### src/rtl/bcd_pkg.sv
// Shared types and constants for the BCD event-count scheduler.
// Latency: none (declarations only).
// Backpressure: not applicable.
// Contents: BCD digit constants, the two-state scheduler FSM type, and a
// select-width helper that keeps a 1-bit select for two-channel builds.
package bcd_pkg;

    localparam int         DIGIT_W  = 4;
    localparam logic [3:0] BCD_NINE = 4'h9;
    localparam logic [3:0] BCD_ZERO = 4'h0;

    typedef enum logic {
        IDLE = 1'b0,
        INC  = 1'b1
    } state_t;

    // Width of a channel index; never narrower than one bit.
    function automatic int sel_w(input int n);
        return (n <= 2) ? 1 : $clog2(n);
    endfunction

endpackage

### src/rtl/bcd_incrementer_n.sv
// N-digit BCD incrementer, optionally saturating at all-nines.
// Latency: combinational.
// Backpressure: none; the output always follows the input.
// Ports:
//   bcd_in    - DIGITS packed BCD digits, least significant digit in [3:0]
//   sat       - 1: all-nines stays all-nines; 0: all-nines wraps to zero
//   bcd_out   - incremented value
//   all_nines - bcd_in is the largest representable value
module bcd_incrementer_n
    import bcd_pkg::*;
#(
    parameter int DIGITS = 3
) (
    input  logic [DIGIT_W*DIGITS-1:0] bcd_in,
    input  logic                      sat,
    output logic [DIGIT_W*DIGITS-1:0] bcd_out,
    output logic                      all_nines
);

    logic       carry;
    logic       nines;
    logic [3:0] dig;

    // Ripple the +1 from the least significant digit: a 9 rolls to 0 and
    // passes the carry on, any other digit absorbs it.
    always_comb begin
        carry   = 1'b1;
        nines   = 1'b1;
        dig     = BCD_ZERO;
        bcd_out = bcd_in;
        for (int d = 0; d < DIGITS; d++) begin
            dig   = bcd_in[d*DIGIT_W +: DIGIT_W];
            nines = nines & (dig == BCD_NINE);
            if (carry) begin
                if (dig == BCD_NINE) begin
                    bcd_out[d*DIGIT_W +: DIGIT_W] = BCD_ZERO;
                end else begin
                    bcd_out[d*DIGIT_W +: DIGIT_W] = dig + 4'd1;
                    carry                         = 1'b0;
                end
            end
        end
        if (sat && nines) begin
            bcd_out = bcd_in;
        end
    end

    assign all_nines = nines;

endmodule

### src/rtl/bcd_inc_scheduler.sv
// Round-robin scheduler sharing one BCD incrementer across NUM_REQ channels.
// Latency: evt at t -> grant at t+1 -> done/write-back at t+2; value readable at t+3.
// Backpressure: none; one pending slot per channel, a repeat event while pending is dropped and flagged in miss.
// Ports:
//   clk, rst      - clock, synchronous active-high reset (highest priority)
//   evt           - one-cycle event strobes, one per channel
//   clr_all       - synchronous clear of counts, pending and miss (ptr kept)
//   rd_sel/rd_bcd - combinational readout of one channel's count
//   done/wrap     - write-back pulse per channel; wrap marks an all-nines increment
//   miss          - sticky per-channel lost-event flag
//   busy          - pending work or an increment in flight
// Build option: define BCD_SAT_EN to make counts saturate at all-nines;
// wrap then marks the saturated increment instead of a roll-over.
module bcd_inc_scheduler
    import bcd_pkg::*;
#(
    parameter  int NUM_REQ = 4,
    parameter  int DIGITS  = 3,
    localparam int SEL_W   = sel_w(NUM_REQ),
    localparam int CW      = DIGIT_W * DIGITS
) (
    input  logic               clk,
    input  logic               rst,
    input  logic [NUM_REQ-1:0] evt,
    input  logic               clr_all,
    input  logic [SEL_W-1:0]   rd_sel,
    output logic [CW-1:0]      rd_bcd,
    output logic [NUM_REQ-1:0] done,
    output logic [NUM_REQ-1:0] wrap,
    output logic [NUM_REQ-1:0] miss,
    output logic               busy
);

`ifdef BCD_SAT_EN
    localparam logic SAT = 1'b1;
`else
    localparam logic SAT = 1'b0;
`endif

    state_t             state_q, state_d;
    logic [CW-1:0]      count_q [NUM_REQ];
    logic [NUM_REQ-1:0] pend_q, pend_d;
    logic [NUM_REQ-1:0] miss_q, miss_d;
    logic [SEL_W-1:0]   sel_q, sel_d;
    logic [SEL_W-1:0]   ptr_q, ptr_d;

    logic               wb_vld;
    logic [NUM_REQ-1:0] sel_oh;
    logic [NUM_REQ-1:0] wb_oh;
    logic [SEL_W-1:0]   grant_idx;
    logic               grant_fnd;
    logic [CW-1:0]      inc_in;
    logic [CW-1:0]      inc_out;
    logic               inc_nines;

    // ------------------------------------------------------------------
    // FSM: state register
    // ------------------------------------------------------------------
    always_ff @(posedge clk) begin
        if (rst || clr_all) begin
            state_q <= IDLE;
        end else begin
            state_q <= state_d;
        end
    end

    // FSM: next state
    always_comb begin
        state_d = state_q;
        case (state_q)
            IDLE:    if (|pend_q) state_d = INC;
            INC:     state_d = IDLE;
            default: state_d = IDLE;
        endcase
    end

    // FSM: outputs. A write-back coinciding with clr_all or rst is discarded,
    // so the done/wrap pulses are suppressed in that cycle as well.
    always_comb begin
        wb_vld = (state_q == INC) && !clr_all && !rst;
        for (int i = 0; i < NUM_REQ; i++) begin
            sel_oh[i] = (sel_q == SEL_W'(i));
        end
        wb_oh = wb_vld ? sel_oh : '0;
        done  = wb_oh;
        wrap  = inc_nines ? wb_oh : '0;
        busy  = (|pend_q) || (state_q != IDLE);
    end

    // ------------------------------------------------------------------
    // Round-robin pick: first pending channel at or above ptr, wrapping.
    // ------------------------------------------------------------------
    always_comb begin
        grant_idx = '0;
        grant_fnd = 1'b0;
        for (int k = 0; k < NUM_REQ; k++) begin
            if (!grant_fnd && pend_q[(int'(ptr_q) + k) % NUM_REQ]) begin
                grant_fnd = 1'b1;
                grant_idx = SEL_W'((int'(ptr_q) + k) % NUM_REQ);
            end
        end
    end

    always_comb begin
        sel_d = sel_q;
        ptr_d = ptr_q;
        if (state_q == IDLE && grant_fnd) begin
            sel_d = grant_idx;
        end
        if (wb_vld) begin
            ptr_d = (sel_q == SEL_W'(NUM_REQ - 1)) ? '0 : SEL_W'(sel_q + 1'b1);
        end
    end

    // A new event beats the write-back clear, so an event landing on its own
    // channel's write-back cycle is queued rather than counted as a miss.
    always_comb begin
        pend_d = (pend_q & ~wb_oh) | evt;
        miss_d = miss_q | (evt & pend_q & ~wb_oh);
    end

    // ------------------------------------------------------------------
    // Shared incrementer
    // ------------------------------------------------------------------
    assign inc_in = count_q[sel_q];

    bcd_incrementer_n #(
        .DIGITS (DIGITS)
    ) u_inc (
        .bcd_in    (inc_in),
        .sat       (SAT),
        .bcd_out   (inc_out),
        .all_nines (inc_nines)
    );

    // ------------------------------------------------------------------
    // Datapath registers
    // ------------------------------------------------------------------
    always_ff @(posedge clk) begin
        if (rst) begin
            for (int i = 0; i < NUM_REQ; i++) count_q[i] <= '0;
            pend_q <= '0;
            miss_q <= '0;
            sel_q  <= '0;
            ptr_q  <= '0;
        end else if (clr_all) begin
            // ptr deliberately survives a clear so fairness carries over.
            for (int i = 0; i < NUM_REQ; i++) count_q[i] <= '0;
            pend_q <= '0;
            miss_q <= '0;
        end else begin
            for (int i = 0; i < NUM_REQ; i++) begin
                if (wb_oh[i]) count_q[i] <= inc_out;
            end
            pend_q <= pend_d;
            miss_q <= miss_d;
            sel_q  <= sel_d;
            ptr_q  <= ptr_d;
        end
    end

    assign rd_bcd = count_q[rd_sel];
    assign miss   = miss_q;

endmodule

### config.mk
export PLATFORM = sky130hd
export DESIGN_NAME = bcd_inc_scheduler
export DESIGN_NICKNAME = d
export VERILOG_FILES = /design/src/rtl/bcd_pkg.sv /design/src/rtl/bcd_incrementer_n.sv /design/src/rtl/bcd_inc_scheduler.sv
export SDC_FILE = /design/constraint.sdc
export NUM_CORES = 1
export LEC_CHECK = 0
export CAP_MARGIN = 20
export CORE_MARGIN = 10
export CORE_UTILIZATION = 25
export CTS_BUF_LIST = sky130_fd_sc_hd__clkbuf_16
export CTS_CLUSTER_DIAMETER = 50
export DETAILED_ROUTE_END_ITERATION = 8
export GPL_ROUTABILITY_DRIVEN = 0
export SLEW_MARGIN = 20
export SYNTH_ARGS = -nofsm -noshare
export SYNTH_HDL_FRONTEND = slang
export SYNTH_SLANG_ARGS = --single-unit
### constraint.sdc
create_clock -name clk -period 6.45 [get_ports clk]
set_input_delay 1.29 -clock clk [delete_from_list [all_inputs] [get_ports clk]]
set_output_delay 1.29 -clock clk [all_outputs]
set_load 0.02 [all_outputs]
==> impl_metrics.csv <==
group,metric,value,unit
synth,syn-num-nets,299,
detailed_routing,wl_per_cell,17.0,µm
setup_path,endpoint_kind,"primary output",
setup_path,cp_max_fo,23,
setup_path,startpoint_type,"input port",
synth,synth_seq_cells,63,
floorplan,io_pins,34,
clock_tree,cts_made_buffers,9,
placement,place_hpwl,5860,µm
global_routing,grt_pass1_vias,2412,
status,outcome,"finished clean",
cells_and_area,drive_above_1_share,16.0,%
detailed_routing,firstDrtPassIters,4,
timing,rsz0062_at_grt,"no",
synth,ys_types,44,
floorplan,dieArea,18200,µm²
global_routing,grt-ovfl-total,0,
setup_path,cp_num_buf_inv,4,
power,powerDensity,241,nW/µm²
synth,synth_top_cell_by_area,"edfxtp_1",
synth,synth_area_leaders,"edfxtp_1, dfxtp_1, mux4_2",
timing,slew_violations,0,
timing,hold_viol,0,
timing,fmax,0.203,GHz
setup_path,cp.arrival,3620,ps
power,power.ir.vdd_worst,143,µV
setup_path,cpLargestDelayFamily,"buffers and inverters",
timing,finalSetupTns,0,ps
floorplan,start_util,25.8,%
floorplan,die_w,135,µm
cells_and_area,fin_area,4080,µm²
cells_and_area,final_nets,332,
setup_path,crit_chain,"clkdlybuf4s50_1 > nor2_1 > buf_4 > nand3_1 > buf_4 > nor4_2 > clkdlybuf4s50_1",
clock_tree,clk_pin_slew_worst_paths,50,ps
setup_path,cp.required,5160,ps
synth,seq_area_frac_synth,49.2,%
global_routing,grt_pass1_wl,13700,µm
timing,period_share,76.2,%
min_path,hp-class,"reg2reg",
detailed_routing,ant_nets,0,
synth,yosys.area.top_type_share,32.8,%
placement,placedCellCount,480,
placement,port_buffers,33,
synth,syn_area,3300,µm²
global_routing,grt_util_met1,11.7,%
synth,syn_avg_cell_area,11.5,µm²
clock_tree,ctsResizeCount,0,
clock_tree,insertion_delay,330,ps
synth,ys_warn_count,0,
timing,slew_headroom,39.0,%
global_routing,antenna_found_initial,0,
detailed_routing,via_count,2440,
global_routing,top_usage_layer,"met2",
global_routing,met3_usage,3.00,%
power,p_leak,1.38,nW
detailed_routing,drt_iter0_drc,80,
timing,setup_slack,1540,ps
power,fin_total_pwr,984,µW
detailed_routing,drc,0,
global_routing,met2_usage,15.6,%
setup_path,criticalPathCategory,"in2out",
synth,synth_common_cells,"nor2_1, edfxtp_1, dfxtp_1, mux4_2, nand3_1",
floorplan,die_h,135,µm
synth,synth_top_flop_cell,"edfxtp_1",
setup_path,cp_slowest_stage_delay,660,ps
synth,syn_inst,286,
synth,async_flop_share,0,%
cells_and_area,area_growth,23.6,%
cells_and_area,fillers,1300,
run,maxCapViolCount,0,
detailed_routing,avgViaCountPerCell,4.92,
synth,synth_edf_count,36,
clock_tree,cts-hold-fix-buffers,0,
clock_tree,numClockSinks,63,
clock_tree,cts_setup_buffers,0,
cells_and_area,antenna_cells,0,
timing,skew,6.19,ps
timing,worst_slew_pin_slew,913,ps
clock_tree,clock_tree.root_cell,"clkbuf_16",
floorplan,coreArea,12800,µm²
setup_path,slowest_stage,"clkdlybuf4s50_1",
placement,pre_cts_slack,1540,ps
detailed_routing,wl,8430,µm
global_routing,grt_use_total,9.72,%
clock_tree,cts_tree,"yes",
timing,period_minus_slack,4910,ps
global_routing,grt_max_degree,24,
clock_tree,htreeDepth,3,
floorplan,placementRows,41,
clock_tree,cts_buffer_depth,2,
cells_and_area,final_cells,496,
synth,synth.most_common_cell,"nor2_1",
placement,placedInstanceArea,3800,µm²
timing,setup_viol,0,
## logic make-up (layout without fill, tap and decap cells)
group	after synthesis	after routing	share of synthesized area, %
buffers and inverters	26	64	3.61
adder cells (fa/ha/maj)	4	4	1.52
multiplexers	28	28	17.8
AND/OR/NAND/NOR	118	118	18.2
AO/OA/AOI/OAI	41	41	8.08
XOR/XNOR	6	6	1.59
flip-flops	63	63	49.2
## per-stage QoR
stage / util, % / hold WS, ps
after global placement: 29.8 / 461
after floorplan: - / 448
after global routing: 31.9 / 520
after CTS: 31.9 / 483
final: 31.9 / 480
after detailed placement: 29.8 / 465
## cells in the final DEF, fill, tap and decap left out, types with 2 or more instances in the layout
cell / Yosys / final
inv_1: 9 / 14
clkdlybuf4s50_1: 0 / 33
o32ai_1: 2 / 2
a31oi_1: 6 / 6
mux2i_1: 3 / 3
ha_1: 4 / 4
dfxtp_1: 27 / 27
xor2_1: 4 / 4
nor2_1: 54 / 54
nor3_1: 2 / 2
mux4_2: 23 / 23
buf_4: 1 / 6
edfxtp_1: 36 / 36
nand2b_1: 9 / 9
nand4_1: 2 / 2
nor2b_1: 7 / 7
a21oi_1: 14 / 14
o21a_1: 4 / 4
nand3_1: 19 / 19
xnor2_1: 2 / 2
clkbuf_16: 0 / 10
o21ai_0: 6 / 6
nor4_2: 4 / 4
a21boi_0: 2 / 2
nand2_1: 13 / 13
## path summary, 6_finish.rpt
| kind | startpoint | to | slack (ps) | depth (start not counted) |
|---|---|---|---|---|
| max | clr_all | wrap[2] | 1540 | 7 |
| min | miss[1]$_SDFF_PP0_ | miss[1]$_SDFF_PP0_ | 480 | 2 |
| max reg2reg | flip-flop | count_q[3][9]$_SDFFCE_PN0P_ | 3720 | 5 |
| min reg2reg | miss[1]$_SDFF_PP0_ | miss[1]$_SDFF_PP0_ | 480 | 2 |
## power by group
group | leakage, nW | internal, mW | total [mW] | switching (mW)
Clock | 0.154 | 0.275 | 0.439 | 0.164
Sequential | 0.620 | 0.438 | 0.448 | 0.00978
Combinational | 0.610 | 0.0424 | 0.0969 | 0.0546
## flip-flops by register name, indices dropped and copies added, names as in the netlist, named ones only
register  count
sel_q         2
ptr_q         2
miss          4
count_q      48
pend_q        4
state_q       1
## tightest hold or removal path, cell delays in order, from the launching register on
cell and delay [ps]:
dfxtp_1 330, a31oi_1 50, nor2_1 70
## routing by layer
metal / vias to the layer above / share of wire (%)
met5: - / 0
met4: 0 / 1.8
met3: 10 / 5.3
met2: 67 / 48
met1: 1227 / 44
li1: 1136 / -
## area by class of cell
cell class,instances,area (µm²),area share (%)
clock buffer,10,250,6.14
clock inverter,6,22.5,0.553
timing repair buffer,39,375,9.21
tap,172,215,5.28
sequential,63,1620,39.8
inverter,9,33.8,0.829
multi-input combinational,197,1560,38.2
(Power assumes the default switching activity.)
